==> config.mk <==
export PLATFORM = sky130hd
export DESIGN_NAME = alu_issue_ctrl
export DESIGN_NICKNAME = d
export VERILOG_FILES = /design/src/rtl/alu_pkg.sv /design/src/rtl/alu_issue_ctrl.sv
export SDC_FILE = /design/constraint.sdc
export NUM_CORES = 1
export LEC_CHECK = 0
export CAP_MARGIN = 10
export CORE_MARGIN = 5
export CORE_UTILIZATION = 39
export DETAILED_ROUTE_END_ITERATION = 8
export PLACE_DENSITY_LB_ADDON = 0.1
export SLEW_MARGIN = 20
export SYNTH_ARGS = -nofsm -noshare
export SYNTH_HDL_FRONTEND = slang
export SYNTH_SLANG_ARGS = --single-unit
==> constraint.sdc <==
create_clock -name clock -period 1.85 [get_ports clock]
set_clock_uncertainty 0.1 [all_clocks]
set_input_delay 0.37 -clock clock [delete_from_list [all_inputs] [get_ports clock]]
set_output_delay 0.37 -clock clock [all_outputs]
set_load 0.01 [all_outputs]
==> src/rtl/alu_pkg.sv <==
// alu_pkg
// Shared definitions for the registered ALU and its issue controller:
//   - FunSel codes for all 32 operations. op[4]=1 selects 32-bit, op[4]=0 selects
//     16-bit with a sign-extended 32-bit result.
//   - Bit positions of Z, C, N and V inside the 4-bit flags bus.
//   - State encoding of the issue controller FSM.
package alu_pkg;

   // 16-bit operations (op[4] = 0)
   localparam logic [4:0] PASSA16 = 5'b00000;
   localparam logic [4:0] PASSB16 = 5'b00001;
   localparam logic [4:0] NOTA16  = 5'b00010;
   localparam logic [4:0] NOTB16  = 5'b00011;
   localparam logic [4:0] ADD16   = 5'b00100;
   localparam logic [4:0] ADDC16  = 5'b00101;
   localparam logic [4:0] SUB16   = 5'b00110;
   localparam logic [4:0] AND16   = 5'b00111;
   localparam logic [4:0] OR16    = 5'b01000;
   localparam logic [4:0] XOR16   = 5'b01001;
   localparam logic [4:0] NAND16  = 5'b01010;
   localparam logic [4:0] LSL16   = 5'b01011;
   localparam logic [4:0] LSR16   = 5'b01100;
   localparam logic [4:0] ASR16   = 5'b01101;
   localparam logic [4:0] CSL16   = 5'b01110;
   localparam logic [4:0] CSR16   = 5'b01111;

   // 32-bit operations (op[4] = 1)
   localparam logic [4:0] PASSA32 = 5'b10000;
   localparam logic [4:0] PASSB32 = 5'b10001;
   localparam logic [4:0] NOTA32  = 5'b10010;
   localparam logic [4:0] NOTB32  = 5'b10011;
   localparam logic [4:0] ADD32   = 5'b10100;
   localparam logic [4:0] ADDC32  = 5'b10101;
   localparam logic [4:0] SUB32   = 5'b10110;
   localparam logic [4:0] AND32   = 5'b10111;
   localparam logic [4:0] OR32    = 5'b11000;
   localparam logic [4:0] XOR32   = 5'b11001;
   localparam logic [4:0] NAND32  = 5'b11010;
   localparam logic [4:0] LSL32   = 5'b11011;
   localparam logic [4:0] LSR32   = 5'b11100;
   localparam logic [4:0] ASR32   = 5'b11101;
   localparam logic [4:0] CSL32   = 5'b11110;
   localparam logic [4:0] CSR32   = 5'b11111;

   // Flag bus layout {Z,C,N,V}
   localparam int FLAG_Z = 3;
   localparam int FLAG_C = 2;
   localparam int FLAG_N = 1;
   localparam int FLAG_V = 0;

   // Issue controller states
   typedef enum logic [1:0] {
      ST_IDLE  = 2'd0,
      ST_PRIME = 2'd1,
      ST_EXEC  = 2'd2,
      ST_RESP  = 2'd3
   } issue_state_t;

endpackage

==> src/rtl/alu_issue_ctrl.sv <==
// alu_issue_ctrl
// Drives the registered ALU on behalf of the control unit, one operation at a time.
// Each operation runs through the same sequence:
//   1. Prime the ALU carry with the resolved carry-in under a neutral FunSel.
//   2. Hold the real FunSel and the operands steady while the result appears
//      (after RES_LAT edges) and the flags appear (after FLAG_LAT edges).
//   3. Return the captured result and flags over a valid/ready response channel.
//
// Ports:
//   clock, reset            system clock, synchronous active-high reset
//   req_valid/req_ready     request handshake (ready only in IDLE)
//   req_op/req_a/req_b      FunSel code and operands for the operation
//   req_use_carry/req_cin   carry-in select: the saved carry or the explicit bit
//   rsp_valid/rsp_ready     response handshake
//   rsp_result/rsp_flags    captured ALUOut and {Z,C,N,V}
//   carry_q                 architectural carry, updated when an operation completes
//   busy                    high in any state except IDLE
//   alu_funsel/a/b/cin      registered drive to the ALU
//   alu_out/alu_flags       ALU outputs (ALUOut, {Z,C,N,V})
module alu_issue_ctrl
   import alu_pkg::*;
#(
   parameter int         RES_LAT        = 1,
   parameter int         FLAG_LAT       = 3,
   parameter logic [4:0] NEUTRAL_FUNSEL = 5'b10000
) (
   input  logic        clock,
   input  logic        reset,
   input  logic        req_valid,
   output logic        req_ready,
   input  logic [4:0]  req_op,
   input  logic [31:0] req_a,
   input  logic [31:0] req_b,
   input  logic        req_use_carry,
   input  logic        req_cin,
   output logic        rsp_valid,
   input  logic        rsp_ready,
   output logic [31:0] rsp_result,
   output logic [3:0]  rsp_flags,
   output logic        carry_q,
   output logic        busy,
   output logic [4:0]  alu_funsel,
   output logic [31:0] alu_a,
   output logic [31:0] alu_b,
   output logic        alu_cin,
   input  logic [31:0] alu_out,
   input  logic [3:0]  alu_flags
);

   localparam int CNT_W = $clog2(FLAG_LAT + 1);
   localparam logic [CNT_W-1:0] RES_CNT  = CNT_W'(RES_LAT);
   localparam logic [CNT_W-1:0] FLAG_CNT = CNT_W'(FLAG_LAT);

   issue_state_t     state;
   logic [4:0]       op_q;
   logic [CNT_W-1:0] exec_cnt;

   // The request side can only take work while idle, and busy is its complement.
   // Both come straight from the state register, so they carry no combinational
   // path from the inputs.
   assign req_ready = (state == ST_IDLE);
   assign busy      = (state != ST_IDLE);

   // Main sequencer.
   // The alu_a/alu_b/alu_cin registers are loaded directly on the accept edge and
   // act as the operand latches. They stay untouched until the next accept, so the
   // ALU sees stable operands through PRIME and the whole EXEC window. The flags
   // lag ALUOut, so the inputs must not move while the flags settle.
   // exec_cnt is cleared on entry to EXEC and reaches 1 on the first EXEC edge.
   // The result is captured while exec_cnt == RES_LAT and the flags while
   // exec_cnt == FLAG_LAT. At that second point the operation completes.
   always_ff @(posedge clock) begin
      if (reset) begin
         state      <= ST_IDLE;
         op_q       <= '0;
         exec_cnt   <= '0;
         rsp_valid  <= 1'b0;
         rsp_result <= '0;
         rsp_flags  <= '0;
         carry_q    <= 1'b0;
         alu_funsel <= NEUTRAL_FUNSEL;
         alu_a      <= '0;
         alu_b      <= '0;
         alu_cin    <= 1'b0;
      end else begin
         case (state)
            ST_IDLE: begin
               if (req_valid) begin
                  op_q       <= req_op;
                  alu_a      <= req_a;
                  alu_b      <= req_b;
                  alu_cin    <= req_use_carry ? carry_q : req_cin;
                  alu_funsel <= NEUTRAL_FUNSEL;
                  state      <= ST_PRIME;
               end
            end
            ST_PRIME: begin
               alu_funsel <= op_q;
               exec_cnt   <= '0;
               state      <= ST_EXEC;
            end
            ST_EXEC: begin
               exec_cnt <= exec_cnt + CNT_W'(1);
               if (exec_cnt == RES_CNT) begin
                  rsp_result <= alu_out;
               end
               if (exec_cnt == FLAG_CNT) begin
                  rsp_flags <= alu_flags;
                  carry_q   <= alu_flags[FLAG_C];
                  rsp_valid <= 1'b1;
                  exec_cnt  <= '0;
                  state     <= ST_RESP;
               end
            end
            ST_RESP: begin
               if (rsp_ready) begin
                  rsp_valid  <= 1'b0;
                  alu_funsel <= NEUTRAL_FUNSEL;
                  state      <= ST_IDLE;
               end
            end
            default: begin
               state <= ST_IDLE;
            end
         endcase
      end
   end

endmodule

==> results.yml <==
power_and_ir_drop:
  vdd_ir_drop_max_v: 0.000970
  powerDensity_mw_per_mm2: 1250
  totalPowerFinal_w: 0.00886
  p_leak_nw: 3.15
clocking:
  clk_latency_ns: 0.50
  cts_sinks: 116
  clkTransAtPathRegs_ns: 0.05
  clock_path_buffers: 2
  clock-root-buffer: "clkbuf_8"
  cts_inserted_buffers: 17
  h-tree-depth: 4
  tritoncts: "built"
worst_hold_path:
  hold_class: "input pin to register"
finish:
  area_growth_pct: 67.4
  final_layout_size_suffix_gt1_frac: 0.0732
  fillerInstances: 951
  final_net_count: 857
  antenna_cells: 0
global_routing:
  top_usage_layer: "met2"
  grtUsageMet3: 0.0788
  grt.total_usage: 0.195
  met2_usage: 0.344
  grt-ovfl-total: 0
  antenna_found_initial: 0
  use_met1: 0.209
  grt_pass1_wl_mm: 20.0
  grt_max_degree: 48
  grt_pass1_vias: 4076
synth:
  synth.area.top_cells: "dfxtp_1, nand2_1, a21oi_1, buf_4, ha_1"
  ys.flop_type: "dfxtp_1"
  synth_warnings: 0
  syn_inst: 525
  synth_top_area_frac: 0.548
  postSynth.asyncResetShare: 0
  synth_top_area_cell: "dfxtp_1"
  synth-seq-cells: 116
  synth_fp_nets: 644
  syn_area_per_cell_um2: 8.08
  synth.most_common_cell: "nand2_1"
  synth_cell_types: 23
  synth_commonest_cells: "nand2_1, dfxtp_1, a21oi_1"
  netlist_area_mm2: 0.00424
  synth_edf_count: 0
  synth_seq_area_share: 0.548
run:
  cap_viol_max_count: 0
floorplanning:
  initial_utilization: 0.395
  die-width_um: 114
  core_area_mm2: 0.0107
  die-area_mm2: 0.0131
  ios: 221
  die_h_um: 114
  placementRows: 38
critical_path:
  crit_type: "register to output pin"
  cp-end-kind: "output pin"
  path_max_fanout: 4
  slowest_delay_ns: 0.36
  path_cells: "inv_2, ha_2, inv_1, buf_2"
  required_ns: 1.38
  slowest_stage: "dfxtp_2"
  worstPathArrival_ns: 1.29
  start_kind: "register"
sta:
  hold_viol_final: 0
  period_share: 0.950
  worst_pin_slew_ns: 0.359
  fin_crit_ns: 1.76
  max_clock_freq_mhz: 569
  drv_slew: 0
  slew_headroom: 0.761
  setup_tns_ns: 0
  setup_ws_ns: 0.0923
  rsz0062_at_grt: "false"
  setup_viol: 0
detailed_routing:
  drtAntennaViolNets: 0
  routedWlPerCell_um: 14.5
  drt_pre_antenna_iters: 4
  drt_iter0_drc: 234
  drc: 0
  wl_mm: 12.9
  via_count: 4226
  via_per_inst: 4.74
placed_design:
  io_buffers: 220
  pre_cts_ws_ns: 0.0752
  place_hpwl_mm: 9.60
  place_congestion: 0.821
run_status:
  outcome: "completed"
==> power breakdown <==
part / internal, W / switching, W
Sequential: 0.00284 / 0.000174
Combinational: 0.00104 / 0.00119
Clock: 0.00249 / 0.00111
Total: 0.00638 / 0.00248
==> metal layers <==
layer	vias up	part of all wire
li1	2122	-
met1	1923	0.39
met2	162	0.50
met3	19	0.094
met4	0	0.017
met5	-	0
==> critical path, delay by kind of cell (launching register included) <==
kind	cells	cell delay, ns
flops	1	0.36
buf+inv	3	0.23
fa+ha+maj	1	0.19
==> path summary, 6_finish.rpt <==
check	startpoint	end	slack, ns	cells after the start
hold reg to reg	rsp_result[18]	rsp_result[18]	0.35	2
hold / removal	reset	rsp_valid	0.15	2
setup reg to reg	state[0]	alu_funsel[3]	0.23	6
setup / recovery	state[0]	busy	0.09	4
==> cells in the final DEF (no fill, tap or decap), types with 2 or more instances in the layout <==
cell             netlist  routed
inv_1                  5       3
clkinv_2               0       2
ha_1                   8       6
nand2_1              218     217
buf_4                 14       6
nand3_1                8       8
dlygate4sd2_1          0     108
inv_2                  0       2
clkbuf_8               0       2
a21oi_1              105     105
nor2b_1                3       3
buf_2                  8       2
clkinv_4               0       2
dfxtp_2                0       2
clkbuf_16              0      16
ha_2                   0       2
and2_1                 3       2
bufinv_16              0       6
buf_12                 0       6
nor2_1                 4       4
mux2i_1                8       8
dfxtp_1              116     114
nor3b_1                2       2
clkdlybuf4s50_1        0     109
clkinvlp_4             0       3
==> area by class of cell <==
cell class	instances	area (µm²)	area share
Multi-Input combinational cell	367	1710	0.240
Tap cell	140	175	0.0247
Inverter	5	18.8	0.00264
Clock inverter	13	230	0.0324
Timing Repair Buffer	231	2210	0.312
Clock buffer	19	432	0.0608
Sequential cell	116	2320	0.327
==> registers in the layout (all words and copies together), names as in the netlist, 2 cells and up <==
signal and cells:
alu_funsel 5, alu_b 32, rsp_flags 4, state 2
exec_cnt 2, op_q 5, rsp_result 32, alu_a 32
==> stage by stage <==
step / instances / utilization / area (µm²) / hold WS, ns
finish: 891 / 0.661 / 7100 / 0.155
global route: 891 / 0.661 / 7100 / 0.155
CTS: 891 / 0.660 / 7100 / 0.126
detailed placement: 859 / 0.612 / 6580 / 0.346
global placement: 859 / 0.612 / 6580 / 0.341
floorplan: 525 / - / 4240 / 0.337
==> cell families after synthesis <==
| group | after synthesis | share of synthesized area |
|---|---|---|
| compound gates | 109 | 0.132 |
| simple gates | 242 | 0.226 |
| buf+inv | 42 | 0.0519 |
| fa+ha+maj | 8 | 0.0236 |
| flops | 116 | 0.548 |
| mux | 8 | 0.0189 |
==> repair_timing <==
action,in CTS,in global routing
hold buffers,0,0
buffers inserted,0,0
endpoints found under the setup margin,110,2
cloned,0,0
pin swaps,0,0
gates resized for setup,121,1
(Power assumes the default switching activity.)
